File: src/rtl/uvmt_cv32e40s_debug_req_gen.sv
// ---------------------------------------------------------------------------
// uvmt_cv32e40s_debug_req_gen
//
// Generates a debug request towards a CV32E40S core. The generator accepts one
// command at a time. After a programmable delay it raises debug_req_o. The
// request is then held for one of two periods:
//   PULSE mode - a fixed number of cycles.
//   HALT mode  - until the core reports debug_halted_i, or until
//                TIMEOUT_CYCLES have elapsed.
//
// Parameters
//   TIMEOUT_CYCLES  Maximum number of assertion cycles in HALT mode (1..65535).
//
// Ports
//   clk_i, rst_ni    Clock, and asynchronous active-low reset.
//   cmd_valid_i      A command is offered.
//   cmd_ready_o      The generator is idle and can accept the command.
//   cmd_delay_i      Cycles from acceptance to the rise of debug_req_o.
//   cmd_mode_i       0 selects PULSE mode, 1 selects HALT mode.
//   cmd_len_i        Pulse width in PULSE mode. A value of 0 acts as 1.
//   debug_halted_i   Halt status from the core.
//   debug_req_o      Registered debug request to the core.
//   busy_o           High whenever the FSM is not in IDLE.
//   done_o           One-cycle pulse marking command completion.
//   timeout_o        One-cycle pulse, issued with done_o, on a HALT timeout.
//   req_count_o      Count of debug_req_o rising edges. Saturates.
// ---------------------------------------------------------------------------
module uvmt_cv32e40s_debug_req_gen #(
    parameter int unsigned TIMEOUT_CYCLES = 1000
) (
    input  logic        clk_i,
    input  logic        rst_ni,
    input  logic        cmd_valid_i,
    output logic        cmd_ready_o,
    input  logic [15:0] cmd_delay_i,
    input  logic        cmd_mode_i,
    input  logic [15:0] cmd_len_i,
    input  logic        debug_halted_i,
    output logic        debug_req_o,
    output logic        busy_o,
    output logic        done_o,
    output logic        timeout_o,
    output logic [31:0] req_count_o
);

    typedef enum logic [1:0] {IDLE, DELAY, ASSERT, DONE} state_e;

    localparam logic [15:0] TIMEOUT_LD = 16'(TIMEOUT_CYCLES);

    state_e      state_q, state_d;
    logic [15:0] cnt_q, cnt_d;         // shared delay / width down-counter
    logic        mode_q, mode_d;
    logic [15:0] len_q, len_d;
    logic        debug_req_q, debug_req_d;
    logic        done_q, done_d;
    logic        timeout_q, timeout_d;
    logic [31:0] req_count_q, req_count_d;

    // Assertion-phase counter load, computed for both sources: the command
    // inputs (zero delay) and the latched fields (after DELAY).
    logic [15:0] width_in, width_lat;

    always_comb begin
        width_in  = cmd_mode_i ? TIMEOUT_LD : ((cmd_len_i == 16'd0) ? 16'd1 : cmd_len_i);
        width_lat = mode_q     ? TIMEOUT_LD : ((len_q     == 16'd0) ? 16'd1 : len_q);
    end

    always_comb begin
        state_d     = state_q;
        cnt_d       = cnt_q;
        mode_d      = mode_q;
        len_d       = len_q;
        debug_req_d = debug_req_q;
        done_d      = 1'b0;
        timeout_d   = 1'b0;

        case (state_q)
            IDLE: begin
                if (cmd_valid_i) begin
                    mode_d = cmd_mode_i;
                    len_d  = cmd_len_i;
                    if (cmd_delay_i == 16'd0) begin
                        state_d     = ASSERT;
                        debug_req_d = 1'b1;
                        cnt_d       = width_in;
                    end else begin
                        state_d = DELAY;
                        cnt_d   = cmd_delay_i;
                    end
                end
            end
            DELAY: begin
                // The counter is nonzero on entry, so reaching 1 ends the delay.
                // The decrement therefore never wraps.
                if (cnt_q == 16'd1) begin
                    state_d     = ASSERT;
                    debug_req_d = 1'b1;
                    cnt_d       = width_lat;
                end else begin
                    cnt_d = cnt_q - 16'd1;
                end
            end
            ASSERT: begin
                // The halt check comes first, so halt beats a coincident timeout.
                if (mode_q && debug_halted_i) begin
                    state_d     = DONE;
                    debug_req_d = 1'b0;
                    done_d      = 1'b1;
                end else if (cnt_q == 16'd1) begin
                    state_d     = DONE;
                    debug_req_d = 1'b0;
                    done_d      = 1'b1;
                    timeout_d   = mode_q;
                end else begin
                    cnt_d = cnt_q - 16'd1;
                end
            end
            DONE:    state_d = IDLE;
            default: state_d = IDLE;
        endcase

        req_count_d = req_count_q;
        if (debug_req_d && !debug_req_q && (req_count_q != 32'hFFFF_FFFF)) begin
            req_count_d = req_count_q + 32'd1;
        end
    end

    always_ff @(posedge clk_i or negedge rst_ni) begin
        if (!rst_ni) begin
            state_q     <= IDLE;
            cnt_q       <= 16'd0;
            mode_q      <= 1'b0;
            len_q       <= 16'd0;
            debug_req_q <= 1'b0;
            done_q      <= 1'b0;
            timeout_q   <= 1'b0;
            req_count_q <= 32'd0;
        end else begin
            state_q     <= state_d;
            cnt_q       <= cnt_d;
            mode_q      <= mode_d;
            len_q       <= len_d;
            debug_req_q <= debug_req_d;
            done_q      <= done_d;
            timeout_q   <= timeout_d;
            req_count_q <= req_count_d;
        end
    end

    assign cmd_ready_o = (state_q == IDLE);
    assign busy_o      = (state_q != IDLE);
    assign debug_req_o = debug_req_q;
    assign done_o      = done_q;
    assign timeout_o   = timeout_q;
    assign req_count_o = req_count_q;

endmodule
File: config.mk
export PLATFORM = sky130hd
export DESIGN_NAME = uvmt_cv32e40s_debug_req_gen
export DESIGN_NICKNAME = d
export VERILOG_FILES = /design/src/rtl/uvmt_cv32e40s_debug_req_gen.sv
export SDC_FILE = /design/constraint.sdc
export NUM_CORES = 1
export LEC_CHECK = 0
export CAP_MARGIN = 20
export CORE_MARGIN = 5
export CORE_UTILIZATION = 55
export DETAILED_ROUTE_END_ITERATION = 7
export DONT_BUFFER_PORTS = 1
export PLACE_DENSITY = 0.7
export SLEW_MARGIN = 20
export SYNTH_ARGS = -nofsm -noshare
export SYNTH_HDL_FRONTEND = slang
export SYNTH_SLANG_ARGS = --single-unit
File: constraint.sdc
create_clock -name clk_i -period 7.5 [get_ports clk_i]
set_clock_uncertainty 0.15 [all_clocks]
set_input_delay 2.25 -clock clk_i [delete_from_list [all_inputs] [get_ports clk_i]]
set_output_delay 2.25 -clock clk_i [all_outputs]
set_load 0.02 [all_outputs]
==> flow_summary.json <==
{
  "synth_commonest_cells": "dfrtp_1 (70), nor2_1 (33), xnor2_1 (29)",
  "cts_setup_buffers": 0,
  "async_reset_ff_share_pct": 100,
  "initial_core_util_pct": 55.8,
  "p_sw_w": 0.000613,
  "netSwitchingFraction_pct": 39.7,
  "startpoint_type": "primary input",
  "cts-resized-gates": 0,
  "yosysWarnings": 0,
  "netlist_instances": 402,
  "drc": 0,
  "via_count": 3160,
  "fin_nets": 444,
  "maxCapViolations": 0,
  "syn_area_mm2": 0.00398,
  "yosys.area.top_type": "dfrtp_1",
  "grt_max_degree": 71,
  "p_per_area_mw_per_mm2": 363,
  "synth_area_leaders": "dfrtp_1 (44%), xnor2_1 (6.4%), mux2_2 (5.1%)",
  "port_buffers": 0,
  "cts_tree": "done",
  "wl_per_cell_um": 19.1,
  "worstMarginPinSlew_ns": 0.802,
  "fp.dieArea_mm2": 0.00904,
  "maxSlewViolCount": 0,
  "run_status": "finished, final reports clean",
  "die_w_um": 95.1,
  "syn2layout_area_growth_pct": 6.94,
  "ys_seq_area_share_pct": 44.0,
  "critPathMaxStageDelay_ns": 0.75,
  "power.leakage_nw": 1.79,
  "hpwl_mm": 7.09,
  "crit_path_end_kind": "register",
  "cts_buffer_depth": 2,
  "fin_area_mm2": 0.00426,
  "synth.most_common_cell": "dfrtp_1",
  "yosysUniqueCellTypes": 48,
  "grt_pass1_vias": 3213,
  "sequentialPowerShare_pct": 39.0,
  "grt_pass1_wl_mm": 16.0,
  "crit_type": "primary input to register",
  "hold_buffers": 0,
  "clock_latency_ns": 0.35,
  "worstPathMaxFanout": 15,
  "setup_tns_ns": 0,
  "ios": 74,
  "cts.sinks": 70,
  "synthFlopType": "dfrtp_1",
  "p_comb_share_pct": 39.7,
  "path_cells": "nor4_1 -> nand4_1 -> a2bb2oi_2 -> nor4_4 -> or4b_1 -> xnor2_1",
  "path_clk_slew_ns": 0.07,
  "synth_edf_count": 0,
  "die-height_um": 95.1,
  "viasPerCell": 6.27,
  "synth.avg_cell_area_um2": 9.91,
  "crit_arrival_ns": 4.68,
  "place_area_mm2": 0.00405,
  "place.gp.congestion": 0.875,
  "grt_usage_pct": 23.0,
  "synth_top_area_share_pct": 44.0,
  "period_needed_ns": 4.61,
  "cts_buffers": 9,
  "firstDrtPassIters": 4,
  "synth.ff_latch_count": 70,
  "clkPwrFrac_pct": 21.3,
  "period_share_pct": 61.5,
  "r2r_setup_slack_ns": 3.95,
  "fp.coreArea_mm2": 0.00714,
  "synth_nets": 446,
  "setup_viol": 0,
  "clock.fmax_ghz": 0.217,
  "slew_headroom_pct": 46.4,
  "path_buf_inv": 0,
  "critPathTopFamily": "simple AND/OR/NAND/NOR gates",
  "hp-class": "register to register",
  "antenna_cells": 0,
  "hold_viol": 0,
  "drive_gt1_share_pct": 9.38,
  "intPower_w": 0.000931,
  "drt_wl_total_mm": 9.65,
  "htree_levels": 3,
  "placement_rows": 31,
  "antenna_left": 0,
  "worstPathRequired_ns": 7.57,
  "grt_overflow": 0,
  "antenna_found_initial": 0,
  "worst_ir_drop_vdd_uv": 305,
  "grt_setup_unrepaired": "no",
  "slowest_stage": "nor4_4",
  "clockRootBuffer": "clkbuf_8",
  "drtIter0Drc": 139
}
-- through the flow --
step	hold WS [ns]	instances	total power, W	utilization, %	worst slack [ns]
final	0.394	504	0.00154	59.7	2.89
after detailed placement	0.375	488	0.00121	56.8	2.52
after CTS	0.393	504	0.00154	59.7	2.88
after floorplan	0.331	402	0.00107	-	3.22
after global routing	0.409	504	0.00165	59.7	2.71
after global placement	0.369	488	0.00120	56.8	2.65
-- power by group through the flow --
| stage | combinational (W) | clock, W | sequential (W) |
|---|---|---|---|
| after global placement | 0.000595 | 0 | 0.000602 |
| after CTS | 0.000609 | 0.000337 | 0.000597 |
| after global routing | 0.000682 | 0.000354 | 0.000615 |
| after detailed placement | 0.000606 | 0 | 0.000603 |
| after floorplan | 0.000504 | 0 | 0.000564 |
| final | 0.000613 | 0.000329 | 0.000602 |
-- metal layers --
layer	GRT usage [%]	share of wire (%)
met1	28.4	42
met2	37.2	47
met3	6.87	8.4
met4	10.2	2.3
met5	0	0
-- cells by family (layout without fill, tap and decap cells) --
family / after synthesis / after routing / share of synthesized area, %
AO/OA/AOI/OAI: 74 / 74 / 13.5
XOR/XNOR: 41 / 41 / 9.02
buffers and inverters: 24 / 27 / 2.42
AND/OR/NAND/NOR: 168 / 168 / 23.8
adder cells (fa/ha/maj): 7 / 7 / 2.20
multiplexers: 18 / 18 / 5.09
flip-flops: 70 / 70 / 44.0
-- flip-flops by register name (all words and copies together) (netlist names) --
| name | cells |
|---|---|
| cnt_q | 16 |
| debug_req_o | 1 |
| done_o | 1 |
| len_q | 16 |
| mode_q | 1 |
| req_count_o | 32 |
| state_q | 2 |
| timeout_o | 1 |
-- path summary, 6_finish.rpt --
path / startpoint / endpoint / depth (start not counted)
max: cmd_delay_i[4] / req_count_o[31] / 6
min: len_q[1] / len_q[1] / 1
max reg2reg: state_q[1] / req_count_o[31] / 7
min reg2reg: len_q[1] / len_q[1] / 1
max in group asynchronous: rst_ni / len_q[11] / 0
min in group asynchronous: rst_ni / req_count_o[7] / 0
-- layout by cell type (no fill, tap or decap), drive strengths merged, types with 3 or more instances in the layout --
| master | instances |
|---|---|
| a211oi | 11 |
| a21o | 5 |
| a21oi | 9 |
| a221o | 3 |
| a221oi | 4 |
| a22o | 6 |
| and2 | 11 |
| and3 | 9 |
| and4 | 6 |
| clkbuf | 13 |
| dfrtp | 70 |
| ha | 7 |
| inv | 11 |
| mux2 | 18 |
| nand2 | 22 |
| nand3 | 24 |
| nand4 | 13 |
| nor2 | 33 |
| nor2b | 3 |
| nor3 | 20 |
| nor4 | 16 |
| nor4b | 3 |
| o21ai | 15 |
| o31ai | 9 |
| or3 | 3 |
| xnor2 | 29 |
| xor2 | 12 |
-- worst register-to-register path, stage by stage, from the launching register on --
cell	delay (ns)
dfrtp_1	0.42
inv_1	0.10
ha_1	0.38
nand2_1	0.56
a2bb2oi_2	0.39
nor4_4	0.76
or4b_1	0.54
xnor2_1	0.15
-- layout make-up --
| class | instances | area (um^2) |
|---|---|---|
| multi-input cells | 308 | 2130 |
| inverters | 11 | 41.3 |
| fillers | 622 | 2880 |
| clock inverters | 3 | 68.8 |
| clock buffers | 13 | 139 |
| flip-flops and latches | 70 | 1750 |
| well taps | 99 | 124 |
Note: power is estimated with default switching activity, not from simulation.
